$ cat src/rtl/max3_arbiter_if.sv
// Handshake bundle for max3_arbiter: two requester ports and one result port.
// Valid/ready rule on every port: a transfer happens on a rising clock edge
// exactly when valid and ready are both high; the source holds valid and its
// payload stable until that edge, and ready never depends on a future cycle.
interface max3_arbiter_if #(
  parameter int DW = 8
);
  logic          req0_valid;
  logic          req0_ready;
  logic [DW-1:0] req0_a;
  logic [DW-1:0] req0_b;
  logic [DW-1:0] req0_c;
  logic          req1_valid;
  logic          req1_ready;
  logic [DW-1:0] req1_a;
  logic [DW-1:0] req1_b;
  logic [DW-1:0] req1_c;
  logic          res_valid;
  logic          res_ready;
  logic [DW-1:0] res_data;
  logic [1:0]    res_sel;
  logic          res_id;

  // Arbiter side
  modport slave (
    input  req0_valid, req0_a, req0_b, req0_c,
    input  req1_valid, req1_a, req1_b, req1_c,
    input  res_ready,
    output req0_ready, req1_ready,
    output res_valid, res_data, res_sel, res_id
  );

  // Requester/consumer side
  modport master (
    output req0_valid, req0_a, req0_b, req0_c,
    output req1_valid, req1_a, req1_b, req1_c,
    output res_ready,
    input  req0_ready, req1_ready,
    input  res_valid, res_data, res_sel, res_id
  );
endinterface

$ cat src/rtl/max3_arbiter.sv
// max3_arbiter: two requesters share one 2-stage elastic max-of-3 pipeline.
// Stage 1 holds max(a,b) with its index plus c; stage 2 holds the final
// maximum, the winning operand index (lower index wins ties) and the ID.
// Build option: MAX3_ARB_FIXED_PRIO_EN gives requester 0 fixed priority;
// when undefined the arbiter alternates on contention (round-robin).
module max3_arbiter #(
  parameter int DW = 8
) (
  input  logic          clock,
  input  logic          reset,
  max3_arbiter_if.slave bus,
  output logic          busy
);

  logic          v1_q, v1_d;
  logic [DW-1:0] m_ab_q, m_ab_d;
  logic          sel_ab_q, sel_ab_d;
  logic [DW-1:0] c_q, c_d;
  logic          id_q, id_d;

  logic          res_valid_q, res_valid_d;
  logic [DW-1:0] res_data_q, res_data_d;
  logic [1:0]    res_sel_q, res_sel_d;
  logic          res_id_q, res_id_d;

  logic          gnt_id;
  logic          s2_load;
  logic          space;
  logic          ready0;
  logic          ready1;
  logic          accept;
  logic [DW-1:0] op_a, op_b, op_c;

`ifndef MAX3_ARB_FIXED_PRIO_EN
  logic last_q, last_d;
`endif

  // Grant selection and ready generation from valids, priority and space
  always_comb begin
`ifdef MAX3_ARB_FIXED_PRIO_EN
    gnt_id = ~bus.req0_valid;
`else
    if (bus.req0_valid && bus.req1_valid) begin
      gnt_id = ~last_q;
    end else begin
      gnt_id = ~bus.req0_valid;
    end
`endif
    s2_load = ~res_valid_q | bus.res_ready;
    space   = ~v1_q | s2_load;
    ready0  = ~reset & space & bus.req0_valid & ~gnt_id;
    ready1  = ~reset & space & bus.req1_valid & gnt_id;
    accept  = ready0 | ready1;
    op_a    = gnt_id ? bus.req1_a : bus.req0_a;
    op_b    = gnt_id ? bus.req1_b : bus.req0_b;
    op_c    = gnt_id ? bus.req1_c : bus.req0_c;
  end

  // Stage 1: loads on acceptance, otherwise holds while stalled
  always_comb begin
    v1_d     = v1_q;
    m_ab_d   = m_ab_q;
    sel_ab_d = sel_ab_q;
    c_d      = c_q;
    id_d     = id_q;
    if (space) begin
      v1_d = accept;
    end
    if (accept) begin
      if (op_a >= op_b) begin
        m_ab_d   = op_a;
        sel_ab_d = 1'b0;
      end else begin
        m_ab_d   = op_b;
        sel_ab_d = 1'b1;
      end
      c_d  = op_c;
      id_d = gnt_id;
    end
  end

  // Stage 2: takes stage 1 whenever it is empty or its result is consumed
  always_comb begin
    res_valid_d = res_valid_q;
    res_data_d  = res_data_q;
    res_sel_d   = res_sel_q;
    res_id_d    = res_id_q;
    if (s2_load) begin
      res_valid_d = v1_q;
      if (v1_q) begin
        if (m_ab_q >= c_q) begin
          res_data_d = m_ab_q;
          res_sel_d  = {1'b0, sel_ab_q};
        end else begin
          res_data_d = c_q;
          res_sel_d  = 2'd2;
        end
        res_id_d = id_q;
      end
    end
  end

`ifndef MAX3_ARB_FIXED_PRIO_EN
  // Priority pointer follows the last accepted requester
  always_comb begin
    last_d = last_q;
    if (accept) begin
      last_d = gnt_id;
    end
  end

  // Pointer register; reset to 1 so requester 0 wins first contention
  always_ff @(posedge clock or posedge reset) begin
    if (reset) begin
      last_q <= 1'b1;
    end else begin
      last_q <= last_d;
    end
  end
`endif

  // Pipeline registers
  always_ff @(posedge clock or posedge reset) begin
    if (reset) begin
      v1_q        <= 1'b0;
      m_ab_q      <= '0;
      sel_ab_q    <= 1'b0;
      c_q         <= '0;
      id_q        <= 1'b0;
      res_valid_q <= 1'b0;
      res_data_q  <= '0;
      res_sel_q   <= 2'd0;
      res_id_q    <= 1'b0;
    end else begin
      v1_q        <= v1_d;
      m_ab_q      <= m_ab_d;
      sel_ab_q    <= sel_ab_d;
      c_q         <= c_d;
      id_q        <= id_d;
      res_valid_q <= res_valid_d;
      res_data_q  <= res_data_d;
      res_sel_q   <= res_sel_d;
      res_id_q    <= res_id_d;
    end
  end

  assign bus.req0_ready = ready0;
  assign bus.req1_ready = ready1;
  assign bus.res_valid  = res_valid_q;
  assign bus.res_data   = res_data_q;
  assign bus.res_sel    = res_sel_q;
  assign bus.res_id     = res_id_q;
  assign busy           = v1_q | res_valid_q;

endmodule

$ cat src/flat_wrapper.sv
// flat-port wrapper written by rule: the top's interface ports become plain ports
module max3_arbiter_flat 
#(
  parameter int DW = 8
)
  (clock, reset, busy, bus_req0_valid, bus_req0_a, bus_req0_b, bus_req0_c, bus_req1_valid, bus_req1_a, bus_req1_b, bus_req1_c, bus_res_ready, bus_req0_ready, bus_req1_ready, bus_res_valid, bus_res_data, bus_res_sel, bus_res_id);
  max3_arbiter_if #(.DW(DW)) bus_i ();
  input  logic clock;
  input  logic reset;
  output logic busy;
  input wire logic [$bits(bus_i.req0_valid)-1:0] bus_req0_valid;
  input wire logic [$bits(bus_i.req0_a)-1:0] bus_req0_a;
  input wire logic [$bits(bus_i.req0_b)-1:0] bus_req0_b;
  input wire logic [$bits(bus_i.req0_c)-1:0] bus_req0_c;
  input wire logic [$bits(bus_i.req1_valid)-1:0] bus_req1_valid;
  input wire logic [$bits(bus_i.req1_a)-1:0] bus_req1_a;
  input wire logic [$bits(bus_i.req1_b)-1:0] bus_req1_b;
  input wire logic [$bits(bus_i.req1_c)-1:0] bus_req1_c;
  input wire logic [$bits(bus_i.res_ready)-1:0] bus_res_ready;
  output wire logic [$bits(bus_i.req0_ready)-1:0] bus_req0_ready;
  output wire logic [$bits(bus_i.req1_ready)-1:0] bus_req1_ready;
  output wire logic [$bits(bus_i.res_valid)-1:0] bus_res_valid;
  output wire logic [$bits(bus_i.res_data)-1:0] bus_res_data;
  output wire logic [$bits(bus_i.res_sel)-1:0] bus_res_sel;
  output wire logic [$bits(bus_i.res_id)-1:0] bus_res_id;
  assign bus_i.req0_valid = bus_req0_valid;
  assign bus_i.req0_a = bus_req0_a;
  assign bus_i.req0_b = bus_req0_b;
  assign bus_i.req0_c = bus_req0_c;
  assign bus_i.req1_valid = bus_req1_valid;
  assign bus_i.req1_a = bus_req1_a;
  assign bus_i.req1_b = bus_req1_b;
  assign bus_i.req1_c = bus_req1_c;
  assign bus_i.res_ready = bus_res_ready;
  assign bus_req0_ready = bus_i.req0_ready;
  assign bus_req1_ready = bus_i.req1_ready;
  assign bus_res_valid = bus_i.res_valid;
  assign bus_res_data = bus_i.res_data;
  assign bus_res_sel = bus_i.res_sel;
  assign bus_res_id = bus_i.res_id;
  max3_arbiter #(.DW(DW)) u_core (.clock(clock), .reset(reset), .bus(bus_i), .busy(busy));
endmodule
$ cat config.mk
export PLATFORM = sky130hd
export DESIGN_NAME = max3_arbiter_flat
export DESIGN_NICKNAME = d
export VERILOG_FILES = /design/src/rtl/max3_arbiter_if.sv /design/src/rtl/max3_arbiter.sv /design/src/flat_wrapper.sv
export SDC_FILE = /design/constraint.sdc
export NUM_CORES = 1
export LEC_CHECK = 0
export CAP_MARGIN = 20
export CORE_UTILIZATION = 45
export DETAILED_ROUTE_END_ITERATION = 8
export GPL_TIMING_DRIVEN = 0
export PLACE_DENSITY_LB_ADDON = 0.12
export SKIP_LAST_GASP = 1
export SLEW_MARGIN = 5
export SYNTH_ARGS = -nofsm -noshare
export SYNTH_HDL_FRONTEND = slang
export SYNTH_SLANG_ARGS = --single-unit
export TNS_END_PERCENT = 20
$ cat constraint.sdc
create_clock -name clock -period 2.9 [get_ports clock]
set_clock_uncertainty 0.15 [all_clocks]
set_input_delay 0.58 -clock clock [delete_from_list [all_inputs] [get_ports clock]]
set_output_delay 0.58 -clock clock [all_outputs]
set_load 0.005 [all_outputs]
==> After elaboration in Yosys (flattened, before gate mapping) <==
Index checks and enable logic that the tools add are counted.
{ "op_classes": {"magnitude_cmp": 2, "reduce_logical": 2, "n_mux": 8, "bitwise_logic": 15} }
{ "ops": {"columns": ["op", "count"], "rows": [
  ["8-bit 2-to-1 mux", 5],
  ["8-bit >= comparator", 2],
  ["1-bit inverter", 6],
  ["1-bit bitwise AND", 5],
  ["1-bit OR", 4],
  ["1-bit 2-to-1 mux", 2],
  ["2-bit 2-to-1 mux", 1],
  ["2-bit AND reduction", 1],
  ["1-bit logical AND", 1]
]} }
{ "word_totals": {"out_inout_bits": 15, "input_bits": 53, "wordCells": 37, "regBits": 32} }

==> Depth between registers and ports, before layout <==
Gate-level depths: netlist of run 1.
{ "depth": {"ltp_word": 7, "mapped_depth": 13, "mapped_depth_nobuf": 10} }

==> Least setup slack after synthesis of run 1 <==
Ideal clock, no wire load.
{ "synth_timing": {"path_kind": "input to register", "start": "input bus_req1_valid", "end": "register u_core.m_ab_q[0]", "path_stages": 12, "path_buffers": 3, "t_required_ns": 2.616, "setup_slack_ns": -0.001, "t_arrival_ns": 2.616, "cell_sequence": "inv_1 > o21ai_4 > buf_6 > mux2i_1 > ha_1 > or3_1 > a21oi_1 > a211o_1 > buf_6 > and3_4 > buf_6 > a221oi_2"} }
{ "synth_via": {"elab_chain_len": 5, "word_cells_on_any_way": 11, "cone_classes": "order compare (1); mux (4); bitwise (5); reduce/logical (1)"} }
{ "synth_lines": {"columns": ["element", "line_no", "text"], "rows": [
  ["start: declaration", "flat_wrapper.sv:15", "input wire logic [$bits(bus_i.req1_valid)-1:0] bus_req1_valid;"],
  ["1-bit logical AND", "max3_arbiter.sv:43", "if (bus.req0_valid && bus.req1_valid) begin"],
  ["1-bit 2-to-1 mux", "max3_arbiter.sv:43", null],
  ["8-bit 2-to-1 mux (tied with other cells)", "max3_arbiter.sv:54", "op_a = gnt_id ? bus.req1_a : bus.req0_a;"],
  ["8-bit >= comparator / 1-bit bitwise AND (equally long branches)", "max3_arbiter.sv:70, max3_arbiter.sv:51", null],
  ["8-bit 2-to-1 mux / 1-bit OR (equally long branches)", "max3_arbiter.sv:70, max3_arbiter.sv:53", null],
  ["end signal: assignment", "max3_arbiter.sv:136", "m_ab_q <= m_ab_d;"],
  ["end: declaration", "max3_arbiter.sv:16", "logic [DW-1:0] m_ab_q, m_ab_d;"]
]} }
Parallel ways exist; a longest one is shown, timed or not.
A chain may end at the register's enable or synchronous reset.

==> Worst setup path in the final report of run 1 <==
{ "layout_timing": {"start": "input bus_res_ready", "end": "output bus_req1_ready"} }
{ "layout_via": {"elab_chain_len": 5} }
{ "layout_lines": {"columns": ["element", "line_no", "text"], "rows": [
  ["start: declaration", "flat_wrapper.sv:19", "input wire logic [$bits(bus_i.res_ready)-1:0] bus_res_ready;"],
  ["1-bit OR", "max3_arbiter.sv:49", "s2_load = ~res_valid_q | bus.res_ready;"],
  ["1-bit OR", "max3_arbiter.sv:50", "space = ~v1_q | s2_load;"],
  ["1-bit bitwise AND (3 in a row)", "max3_arbiter.sv:52", "ready1 = ~reset & space & bus.req1_valid & gnt_id;"],
  ["end: declaration", "flat_wrapper.sv:21", "output wire logic [$bits(bus_i.req1_ready)-1:0] bus_req1_ready;"]
]} }
Every way passes these cells.

==> impl_results.md, run 1 <==
- R2R Setup Slk: 0.19 ns
- Most frequent cells in the layout: clkdlybuf4s50_1, dfrtp_1, mux2i_1
- Port Buf Inserts: 67
- Pin count of the biggest net entering global routing: 19
- CP Class: input pin to output port
- CP endpoint kind: output port
- Rows: 24
- NumNets Final: 353
- Die width: 69.76 um
- Max Root-Sink Buffers: 2
- DR iter-0 viols: 64
- Final RePlAce weighted congestion: 0.8451
- Die area: 4866 um2
- Critical Path RT: 2.17 ns
- Critical path origin: bus_res_ready
- Drt wl/cell: 12.37 um
- Clk sinks: 32
- CTS root buf: clkbuf_8
- Final setup margin: 0.1063 ns
- R2R depth: 10
- Delay of the slowest critical-path stage: 0.49 ns
- Fmax: 357.9 MHz
- DRC viols: 0
- Post-layout util: 67.55%
- # Max-Cap Violations: 0
- First-pass GRT wire length: 7348 um
- Hold_buf cts: 0
- Final Max Slew Viols: 0
- Area grow syn2layout: 43.37%
- Share of the synthesized area in the top cell type: 37.55%
- Pre-CTS WS: -0.9225 ns
- Worst r2r src: u_core.last_q
- Worst Path Arrival: 2.06 ns
- Global-route total usage across every layer: 18.94%
- CTS clk-pin slew, worst paths: 0.06 ns
- Fill cells: 399
- DR pass1 iterations: 4
- Leak: 1.317 nW
- Clk_lat worst skew: 0.27 ns
- DP HPWL: 3381 um
- # diodes: 0
- Syn Area/Cell: 10.08 um2
- Hold Fails Final Rpt: 0
- Post-synth cell types: 37
- Period minus WS final: 2.794 ns
- Critical Path Sink: bus_req1_ready
- Post-synthesis sequential area ratio: 38.82%
- Inserted Clock Buffers: 5
- Die Y-Extent: 69.76 um
- Floorplan Core Area: 4384 um2
- Number of register bits inferred by synthesis: 32
- Slowest CP cell: clkdlybuf4s50_1
- Crit path max fanout: 6
- Vias in the first global route: 1764
- HP Class: flop to flop
- Starting density of the core: 47.12%
- Vias post-DR: 1738
- # setup viols final: 0
- Vias/cell: 5.157
- RSZ-0062 raised after global routing: no
- Synth area leader: dfrtp_1
- Synthesized area: 2066 um2
- Worst vdd ir: 0.2201 mV
- Routed Antenna Nets: 0
- Share of cells above drive strength 1: 15.09%
- Detailed Route WL: 4169 um
- CTS tree: yes
- Outcome: finished clean
- Slew Limit Headroom: 53.91%
- Cell chain of the critical path: clkdlybuf4s50_1 -> and3b_1 -> nor2_4 -> and3_1 -> clkdlybuf4s50_1
- Grt ovf: 0
- I/O pin total: 68
- Antenna violations before repair: 0
- Non-Filler Instances: 337
- Placed cells: 325
- Syn Nets: 274
- Actual slew at the worst max-slew pin: 0.6906 ns
- Synth warn: 0
- Cell Pwr Density: 627.0 nW/um2
- Crit path launch type: input pin
- Largest cells by area after synthesis: dfrtp_1, mux2i_1, ha_1
- H-tree lvl count: 2
- Commonest non-fill, non-tap cell in the layout: clkdlybuf4s50_1
- Most used cell, CP: clkdlybuf4s50_1
- R2R Path End: u_core.m_ab_q[3]
- Cell count after synthesis: 205
- Final Cycle Share: 96.34%
-- registers in the layout, indices dropped and copies added (netlist names) --
name and flops:
u_core.bus.res_sel 2, u_core.v1_q 1, u_core.id_q 1, u_core.last_q 1, u_core.m_ab_q 8, u_core.bus.res_data 8
u_core.bus.res_id 1, u_core.c_q 8, u_core.bus.res_valid 1, u_core.sel_ab_q 1
-- synthesized netlist by cell type --
library cell	count
dfstp_2	1
buf_2	1
buf_1	1
inv_1	13
or2_2	1
buf_6	4
nor2b_1	1
and3_1	1
nor4_1	1
nor2_1	18
nand2_1	19
and3_4	1
dfrtp_1	31
nor2_4	1
o21ai_0	12
a211oi_1	9
a21o_1	2
a21oi_1	14
mux2_2	8
o21ai_1	1
o21ai_4	1
a211oi_2	7
a31oi_1	1
or3_1	1
nand3_1	1
buf_4	2
nor3_1	1
nand2b_1	3
a41oi_1	1
mux2i_1	24
a211o_1	1
a221oi_2	1
o21a_1	2
and3b_1	1
ha_1	16
clkbuf_1	1
and2_1	1
-- cells by family after synthesis --
kind of cell	after synthesis	synth area share [%]
adders and majority gates	16	9.691
and+or+nand+nor	51	11.45
DFF	32	38.82
buffers and inverters	22	5.874
AOI/OAI and AO/OA	52	18.17
muxes	32	15.99
-- worst max-delay path, delay by kind of cell --
family                 cells  cell delay, ns
AND/OR/NAND/NOR            3            0.54
buffers and inverters      2            0.95
-- cell type report --
class | instances | area [um2] | area share (%)
clock buffer | 8 | 90.09 | 3.042
tap | 52 | 65.06 | 2.197
multi-input combinational | 152 | 1174 | 39.63
buffer | 8 | 61.31 | 2.070
timing repair buffer | 72 | 720.7 | 24.33
sequential | 32 | 802.0 | 27.08
inverter | 13 | 48.80 | 1.648
-- stage by stage --
stage	hold WS (ns)	TNS [ns]	total power, mW	area [um2]
floorplan	0.2895	0	1.167	2069
global placement	0.3114	-9.195	1.487	2805
detailed placement	0.3241	-8.905	1.511	2820
CTS	0.3376	0	1.875	2952
global route	0.3508	0	2.009	2962
finish	0.3283	0	1.857	2962
-- metal layers --
metal | track usage, % | vias up | wire length, um
met4 | 6.889 | 0 | 76
met5 | 0 | - | 0
met1 | 23.34 | 788 | 1975
met2 | 32.25 | 49 | 1960
met3 | 4.506 | 8 | 157
li1 | - | 893 | -
-- how the worst min path moves through the flow --
stage / start / endpoint / slack, ns / cells after the start
5_1_grt: u_core.bus.res_id / u_core.bus.res_id / 0.35 / 2
3_3_place_gp: u_core.bus.res_sel[1] / u_core.bus.res_sel[1] / 0.31 / 2
6_report: u_core.bus.res_sel[1] / u_core.bus.res_sel[1] / 0.33 / 2
3_5_place_dp: u_core.bus.res_sel[1] / u_core.bus.res_sel[1] / 0.32 / 2
2_1_floorplan: u_core.id_q / u_core.bus.res_id / 0.29 / 2
4_1_cts: u_core.bus.res_sel[1] / u_core.bus.res_sel[1] / 0.34 / 2
-- where the power goes --
group	total [mW]	switching (mW)	internal (mW)
clock network	0.340	0.146	0.193
registers	0.689	0.0955	0.593
logic	0.829	0.353	0.475
total	1.86	0.595	1.26
-- timing repair --
action                                  CTS  global route
endpoints found under the setup margin   11             8
resized for setup                         8             2
buffers inserted                          3             0
pin swaps                                 2             2
gates cloned                              2             0
No activity file was read; power rests on OpenSTA's default activity.
==> run 2: changes to the inputs <==
--- a/config.mk
+++ b/config.mk
@@ -9,6 +9,7 @@
 export CORE_UTILIZATION = 45
 export DETAILED_ROUTE_END_ITERATION = 8
 export GPL_TIMING_DRIVEN = 0
+export MAX_ROUTING_LAYER = met4
 export PLACE_DENSITY_LB_ADDON = 0.12
 export SKIP_LAST_GASP = 1
 export SLEW_MARGIN = 5
==> run 2 against run 1 <==
Against the previous run:
- global-route usage rose by 0.54 points
- power did not move
- via count stayed put
- sequential power about the same
- first-iteration DRC count did not move
- clock power is essentially flat
- routed wire length stayed put
- critical path depth unchanged
- cell count is the same
- largest power group unchanged
- worst setup slack unchanged
- utilization is the same
==> impl_results.md, run 2 (synthesized netlist as in run 1, its figures left out) <==
- Max Root-Sink Buffers: 2 (unchanged)
- HP Class: flop to flop
- Critical Path Sink: bus_req1_ready
- Worst Path Arrival: 2.06 ns (about the same)
- Non-Filler Instances: 337 (unchanged)
- R2R Path End: u_core.m_ab_q[3]
- Rows: 24 (unchanged)
- DR pass1 iterations: 4 (unchanged)
- # setup viols final: 0 (unchanged)
- Detailed Route WL: 4169 um (unchanged)
- RSZ-0062 raised after global routing: no
- DP HPWL: 3381 um (unchanged)
- Vias in the first global route: 1764 (unchanged)
- Die area: 4866 um2 (unchanged)
- Critical Path RT: 2.17 ns (about the same)
- First-pass GRT wire length: 7348 um (unchanged)
- Critical path origin: bus_res_ready
- Final Max Slew Viols: 0 (unchanged)
- Drt wl/cell: 12.37 um (unchanged)
- Vias/cell: 5.157 (unchanged)
- Clk_lat worst skew: 0.27 ns (about the same)
- Grt ovf: 0 (unchanged)
- Vias post-DR: 1738 (unchanged)
- Worst r2r src: u_core.last_q
- CTS root buf: clkbuf_8
- Cell Pwr Density: 627.0 nW/um2 (unchanged)
- Period minus WS final: 2.794 ns (unchanged)
- Hold Fails Final Rpt: 0 (unchanged)
- Worst vdd ir: 0.2201 mV (unchanged)
- Leak: 1.317 nW (unchanged)
- Area grow syn2layout: 43.37% (unchanged)
- I/O pin total: 68 (unchanged)
- Final RePlAce weighted congestion: 0.8583 (+1.6%)
- CP Class: input pin to output port
- Global-route total usage across every layer: 19.48% (+0.54 points)
- Routed Antenna Nets: 0 (unchanged)
- NumNets Final: 353 (unchanged)
- Most frequent cells in the layout: clkdlybuf4s50_1, dfrtp_1, mux2i_1
- H-tree lvl count: 2 (unchanged)
- Crit path max fanout: 6 (unchanged)
- Outcome: finished clean
- Commonest non-fill, non-tap cell in the layout: clkdlybuf4s50_1
- Pin count of the biggest net entering global routing: 19 (unchanged)
- Share of cells above drive strength 1: 15.09% (unchanged)
- Clk sinks: 32 (unchanged)
- # Max-Cap Violations: 0 (unchanged)
- Antenna violations before repair: 0 (unchanged)
- Inserted Clock Buffers: 5 (unchanged)
- # diodes: 0 (unchanged)
- Fmax: 357.9 MHz (unchanged)
- Port Buf Inserts: 67 (unchanged)
- DRC viols: 0 (unchanged)
- Final Cycle Share: 96.34% (unchanged)
- Floorplan Core Area: 4384 um2 (unchanged)
- Placed cells: 325 (unchanged)
- DR iter-0 viols: 64 (unchanged)
- CTS tree: yes
- CTS clk-pin slew, worst paths: 0.06 ns (about the same)
- Starting density of the core: 47.12% (unchanged)
- CP endpoint kind: output port
- Actual slew at the worst max-slew pin: 0.6906 ns (unchanged)
- Crit path launch type: input pin
- Die width: 69.76 um (unchanged)
- Post-route setup TNS: 0 ns (unchanged)
- Slew Limit Headroom: 53.91% (unchanged)
- Hold_buf cts: 0 (unchanged)
- Die Y-Extent: 69.76 um (unchanged)
- R2R Setup Slk: 0.19 ns (about the same)
- R2R depth: 10 (unchanged)
## run 2: cell counts in the layout (fill, tap and decap cells not counted)
No cell type changed its count.
## run 2: final cells by class
type | instances | area (um2)
flip-flops and latches | 32 | 802.0
clock buffers | 8 | 90.09
plain buffers | 8 | 61.31
well taps | 52 | 65.06
fillers | 399 | 1423
inverters | 13 | 48.80
multi-input cells | 152 | 1174
repair buffers | 72 | 720.7
## run 2: metal layers
layer,vias to the layer above,global-route usage [%],wire length (um)
met1,788,23.44,1978
met3,8,4.360,153
met2,49,32.25,1960
li1,893,-,-
met4,0,6.889,76
met5,-,-,0
## run 2: worst min path at each step
stage / from / endpoint / slack (ns) / cells past startpoint
4_1_cts: u_core.bus.res_sel[1] / u_core.bus.res_sel[1] / 0.34 / 2
2_1_floorplan: u_core.id_q / u_core.bus.res_id / 0.29 / 2
5_1_grt: u_core.bus.res_id / u_core.bus.res_id / 0.35 / 2
3_5_place_dp: u_core.bus.res_sel[1] / u_core.bus.res_sel[1] / 0.32 / 2
3_3_place_gp: u_core.bus.res_sel[1] / u_core.bus.res_sel[1] / 0.31 / 2
6_report: u_core.bus.res_sel[1] / u_core.bus.res_sel[1] / 0.33 / 2
## run 2: worst max-delay path: stages
cell and delay, ns:
clkdlybuf4s50_1 0.46, and3b_1 0.22, nor2_4 0.15, and3_1 0.17, clkdlybuf4s50_1 0.49
## run 2: power breakdown
group | leakage, nW | internal, mW | switching [mW]
Combinational | 0.903 | 0.475 | 0.353
Sequential | 0.368 | 0.593 | 0.0955
Clock | 0.0455 | 0.193 | 0.146
## run 2: what timing repair did
| item | in CTS | in global routing |
|---|---|---|
| pin swaps | 2 | 2 |
| gates resized for setup | 8 | 2 |
| setup buffers | 3 | 0 |
| gates cloned | 2 | 0 |
| endpoints found under the setup margin | 11 | 8 |
## run 2: through the flow
stage               setup WS (ns)  hold WS [ns]  power, mW  utilization, %  instance area (um2)
floorplan                0.004965        0.2895      1.167               -                 2069
global placement          -0.9519        0.3114      1.487           63.98                 2805
detailed placement        -0.9225        0.3241      1.511           64.33                 2820
CTS                       0.07992        0.3376      1.875           67.32                 2952
global route            0.0008784        0.3508      2.009           67.55                 2962
finish                     0.1063        0.3283      1.857           67.55                 2962
